===== config.mk =====
export PLATFORM = sky130hd
export DESIGN_NAME = pipe_add_sub
export DESIGN_NICKNAME = d
export VERILOG_FILES = /design/src/rtl/pipe_add_pkg.sv /design/src/rtl/add_slice.sv /design/src/rtl/pipe_add_sub.sv
export SDC_FILE = /design/constraint.sdc
export NUM_CORES = 1
export LEC_CHECK = 0
export CELL_PAD_IN_SITES_DETAIL_PLACEMENT = 2
export CELL_PAD_IN_SITES_GLOBAL_PLACEMENT = 2
export CORE_MARGIN = 2
export CORE_UTILIZATION = 26
export DETAILED_ROUTE_END_ITERATION = 6
export PLACE_DENSITY_LB_ADDON = 0.1
export SYNTH_ARGS = -nofsm -noshare
export SYNTH_HDL_FRONTEND = slang
export SYNTH_SLANG_ARGS = --single-unit

===== constraint.sdc =====
create_clock -name clk -period 1.5 [get_ports clk]
set_input_delay 0.45 -clock clk [delete_from_list [all_inputs] [get_ports clk]]
set_output_delay 0.45 -clock clk [all_outputs]
set_load 0.03 [all_outputs]

===== src/rtl/pipe_add_pkg.sv =====
// Shared constants and the signed-overflow rule for the pipelined adder/subtractor.
package pipe_add_pkg;

  localparam logic OP_ADD = 1'b0;
  localparam logic OP_SUB = 1'b1;

  // Overflow when both addends share a sign and the result sign differs.
  function automatic logic ovf_calc(input logic a_msb, input logic b_msb, input logic s_msb);
    return (a_msb == b_msb) && (s_msb != a_msb);
  endfunction

endpackage


===== src/rtl/add_slice.sv =====
// One combinational carry-chain slice of the pipelined adder.
module add_slice #(
  parameter int W = 4
) (
  input  logic [W-1:0] a,
  input  logic [W-1:0] b,
  input  logic         ci,
  output logic [W-1:0] s,
  output logic         co
);

  assign {co, s} = {1'b0, a} + {1'b0, b} + {{W{1'b0}}, ci};

endmodule


===== src/rtl/pipe_add_sub.sv =====
// N-bit add/subtract split into STAGES registered carry slices with a global-stall handshake.
module pipe_add_sub
  import pipe_add_pkg::*;
#(
  parameter int N      = 8,
  parameter int STAGES = 2
) (
  input  logic         clk,
  input  logic         rst,
  input  logic         in_valid,
  output logic         in_ready,
  input  logic [N-1:0] a,
  input  logic [N-1:0] b,
  input  logic         cin,
  input  logic         op,
  output logic         out_valid,
  input  logic         out_ready,
  output logic [N-1:0] sum,
  output logic         cout,
  output logic         ovf,
  output logic         zero
);

  localparam int CHUNK = N / STAGES;

  if (N < 2 || STAGES < 1 || STAGES > N || (N % STAGES) != 0) begin : g_bad_cfg
    $error("pipe_add_sub: need N >= 2, 1 <= STAGES <= N and N %% STAGES == 0");
  end

  logic              advance;
  logic [STAGES-1:0] vld_q;
  logic [STAGES:0]   vld_pipe;

  logic [N-1:0] sum_d, sum_q;
  logic         cout_d, cout_q, ovf_d, ovf_q, zero_d, zero_q;

  assign advance   = !vld_pipe[STAGES] || out_ready;
  assign in_ready  = advance && !rst;
  assign vld_pipe  = {vld_q, in_valid};
  assign out_valid = vld_pipe[STAGES];

  always_ff @(posedge clk or posedge rst) begin
    if (rst)          vld_q <= '0;
    else if (advance) vld_q <= vld_pipe[STAGES-1:0];
  end

  // Stage k consumes the operand bits from LO upward; bits below LO are already summed.
  for (genvar k = 0; k < STAGES; k++) begin : g_st
    localparam int LO = k * CHUNK;

    logic [N-1:LO]         ua, ub;
    logic                  ci;
    logic [CHUNK-1:0]      ss;
    logic                  co;
    logic [LO+CHUNK-1:0]   s_new;

    if (k == 0) begin : g_in
      assign ua    = a;
      assign ub    = (op == OP_SUB) ? ~b : b;
      assign ci    = (op == OP_SUB) ? ~cin : cin;
      assign s_new = ss;
    end else begin : g_in
      assign ua    = g_st[k-1].g_reg.a_q;
      assign ub    = g_st[k-1].g_reg.b_q;
      assign ci    = g_st[k-1].g_reg.c_q;
      assign s_new = {ss, g_st[k-1].g_reg.s_q};
    end

    add_slice #(.W(CHUNK)) u_slice (
      .a  (ua[LO +: CHUNK]),
      .b  (ub[LO +: CHUNK]),
      .ci (ci),
      .s  (ss),
      .co (co)
    );

    if (k < STAGES - 1) begin : g_reg
      logic [N-1:LO+CHUNK] a_q, b_q;
      logic [LO+CHUNK-1:0] s_q;
      logic                c_q;

      always_ff @(posedge clk or posedge rst) begin
        if (rst) begin
          a_q <= '0;
          b_q <= '0;
          s_q <= '0;
          c_q <= 1'b0;
        end else if (advance) begin
          a_q <= ua[N-1:LO+CHUNK];
          b_q <= ub[N-1:LO+CHUNK];
          s_q <= s_new;
          c_q <= co;
        end
      end
    end else begin : g_out
      assign sum_d  = s_new;
      assign cout_d = co;
      assign ovf_d  = ovf_calc(ua[N-1], ub[N-1], ss[CHUNK-1]);
    end
  end

  assign zero_d = (sum_d == '0);

  always_ff @(posedge clk or posedge rst) begin
    if (rst) begin
      sum_q  <= '0;
      cout_q <= 1'b0;
      ovf_q  <= 1'b0;
      zero_q <= 1'b0;
    end else if (advance) begin
      sum_q  <= sum_d;
      cout_q <= cout_d;
      ovf_q  <= ovf_d;
      zero_q <= zero_d;
    end
  end

  assign sum  = sum_q;
  assign cout = cout_q;
  assign ovf  = ovf_q;
  assign zero = zero_q;

endmodule


==> flow_summary_export.csv <==
group,metric,value,unit
synth,netlist_instances,135,
grt,grt_max_degree,29,
timing,relSlewSlack,76.7,%
die,rows,25,
timing,hold_violations,0,
die,start_util,27.5,%
die,io_pins,35,
timing,timing.fmax,0.575,GHz
synth,ys_warn_count,0,
power_and_ir_drop,ir_worst_vdd,0.000445,V
drt,drt_first_pass_iters,2,
clocking,cts_buffers,3,
worst_hold_path,hold_path_class,"in -> async",
timing,finalSetupViolations,10,
synth,yosys-top-cells-area,"dfrtp_1, nand2_1, fa_1, xor2_1, ha_1",
placement,place_area,1820,um2
synth,yosysSeqAreaShare,49.1,%
die,dieArea,5680,um2
setup_path,crit_chain,"buf_8, xor2_4, fa_2, fa_2, a21o_1, a21oi_2, a21oi_2",
drt,routed_wirelength,3.58,mm
clocking,cts.clk_slew.worst_paths,100,ps
drt,ant_nets,0,
clocking,cts-root-buf,"clkbuf_8",
placement,dp_hpwl,2.72,mm
grt,grt_pass1_wl,5.91,mm
setup_path,start_kind,"input port",
timing,period_needed,1740,ps
grt,grt-ovfl-total,0,
drt,routedWlPerCell,14.4,um
setup_path,path_class,"in -> reg",
outcome,status,"finished with violations",
drt,drc,0,
timing,worst_slew_pin_slew,346,ps
flow_run,drv_cap,0,
setup_path,path_max_fanout,2,
timing,fin_ws,-240,ps
synth,async_flop_share,100,%
synth,synth_top_flop_cell,"dfrtp_1",
setup_path,cp_data_arrival_time,1910,ps
layout,final_area,2010,um2
power_and_ir_drop,p_per_area,1390,nW/um2
timing,final.period_utilization,116,%
drt,routed-via-count,1105,
timing,report.final.slew_viol_count,0,
timing,grt_setup_unrepaired,"yes",
die,die_y,75.4,um
synth,netlist.area_leader.share,49.1,%
clocking,tritoncts,"built",
grt,grt_pass1_vias,1210,
synth,yosysMostFrequentCell,"nand2_1",
layout,nets,215,
die,fp.dieW,75.4,um
synth,synth_area,1330,um2
placement,gp_congestion,0.675,
layout,n_antenna_cell,0,
synth,ys_ff_latch,26,
setup_path,critPathRequiredTime,1670,ps
drt,viasPerCell,4.44,
clocking,postCtsHoldBufs,0,
synth,synth_edf_count,0,
power_and_ir_drop,p_total,0.00280,W
timing,setup_tns,-1370,ps
clocking,clk_latency,270,ps
layout,seq_area,651,um2
setup_path,max_stage_delay,420,ps
outcome,failed_checks,"negative setup slack",
setup_path,endpoint_kind,"flip-flop",
synth,syn_nets,167,
layout,drive_above_1_share,29.7,%
die,core_area,4820,um2
synth,yosysUniqueCellTypes,21,
synth,yosys.area.top_type,"dfrtp_1",
setup_path,slowest_stage,"fa_2",
clocking,clockBufferDepth,2,
grt,track_usage,14.0,%
power_and_ir_drop,p_leak,0.949,nW
layout,layout.cells.non_filler,249,
timing,fin_skew,1.72,ps
placement,io_buffer_count,34,
clocking,clock-sinks,26,
synth,synth_area_per_cell,9.81,um2
placement,dp_cells,240,
layout,multi_input_area,741,um2
layout,n_fill_cell,537,
drt,first_iter_violations,31,
synth,synthTopCellsByCount,"nand2_1, dfrtp_1, o21ai_0, xor2_1, ha_1",
grt,grt_antenna_before_repair,0,
clocking,htreeDepth,1,
timing,hold_ws,387,ps
layout,area_growth,51.9,%
[flip-flops by register name, indices dropped and copies added (netlist names)]
name and flops:
vld_q 2, cout 1, zero 1, g_st.g_reg.s_q 4, sum 8, g_st.g_reg.b_q 4
ovf 1, g_st.g_reg.a_q 4, g_st.g_reg.c_q 1
[layout by cell type (no fill, tap or decap), types with 2 or more instances in the layout]
cell type,n
nand2_1,41
dfrtp_1,26
buf_4,21
clkdlybuf4s50_1,12
o21ai_0,6
ha_1,6
xor2_1,5
inv_1,4
nor2_1,4
a21oi_2,4
fa_2,4
clkdlybuf4s15_1,4
dlygate4sd2_1,4
xnor2_1,3
xor2_2,3
a21o_1,3
o21ai_1,3
clkbuf_8,3
buf_6,3
nand2b_1,2
xnor2_2,2
o31ai_1,2
nand2_2,2
buf_12,2
[power breakdown]
| group | switching, W | internal, W |
|---|---|---|
| Sequential | 0.000128 | 0.000888 |
| Clock | 0.000235 | 0.000357 |
| Combinational | 0.000656 | 0.000533 |
| Total | 0.00102 | 0.00178 |
[final cells by class]
cell class              count  area share (%)
well taps                  67            4.16
inverters                   4           0.746
clock buffers               3            2.05
flip-flops and latches     26            32.3
repair buffers             49            22.4
clock inverters             1            1.49
multi-input cells          99            36.8
[stage by stage]
step	utilization, %	worst slack, ps
5_1_grt	41.8	-296
6_report	41.8	-240
3_3_place_gp	37.7	-965
2_1_floorplan	-	-482
3_5_place_dp	37.7	-1030
4_1_cts	40.9	-239
[worst paths after layout]
kind                                                    start                          endpoint  slack (ps)  cells after the start
worst max register to register  g_st[0].g_reg.c_q$_DFFE_PP0N_                   ovf$_DFFE_PP0N_        -230                      6
worst max-delay path                                     b[0]     g_st[0].g_reg.c_q$_DFFE_PP0N_        -240                      7
worst min-delay path                                      rst              vld_q[1]$_DFFE_PP0N_         390                      3
min in group clk                           sum[0]$_DFFE_PP0N_                sum[0]$_DFFE_PP0N_         490                      2
worst min register to register             sum[0]$_DFFE_PP0N_                sum[0]$_DFFE_PP0N_         490                      2
max in group asynchronous                                 rst  g_st[0].g_reg.a_q[5]$_DFFE_PP0N_         960                      3
[kinds of logic after synthesis]
family	share of synthesized area, %
compound gates	9.35
xor+xnor	9.25
fa+ha+maj	11.7
buf+inv	3.12
flops	49.1
mux	0.850
simple gates	16.6
[critical path, delay by kind of cell]
family                     cells  cell delay [ps]
AOI/OAI and AO/OA              3              380
buffers and inverters          1              100
xor gates and xnor gates       1              170
adders and majority gates      2              800
[repair_timing]
item / 4_1_cts / 5_1_grt
setup buffers: 5 / 0
resized for setup: 39 / 14
setup endpoints to repair: 15 / 14
pin swaps: 13 / 13
[metal layers]
layer / up-vias / track usage [%] / part of all wire [%]
met5: - / 0 / 0
met4: 0 / 4.68 / 1.1
met3: 2 / 1.32 / 2.7
met2: 25 / 27.0 / 56
met1: 556 / 16.1 / 40
li1: 522 / - / -
No activity file was read; power rests on OpenSTA's default activity.
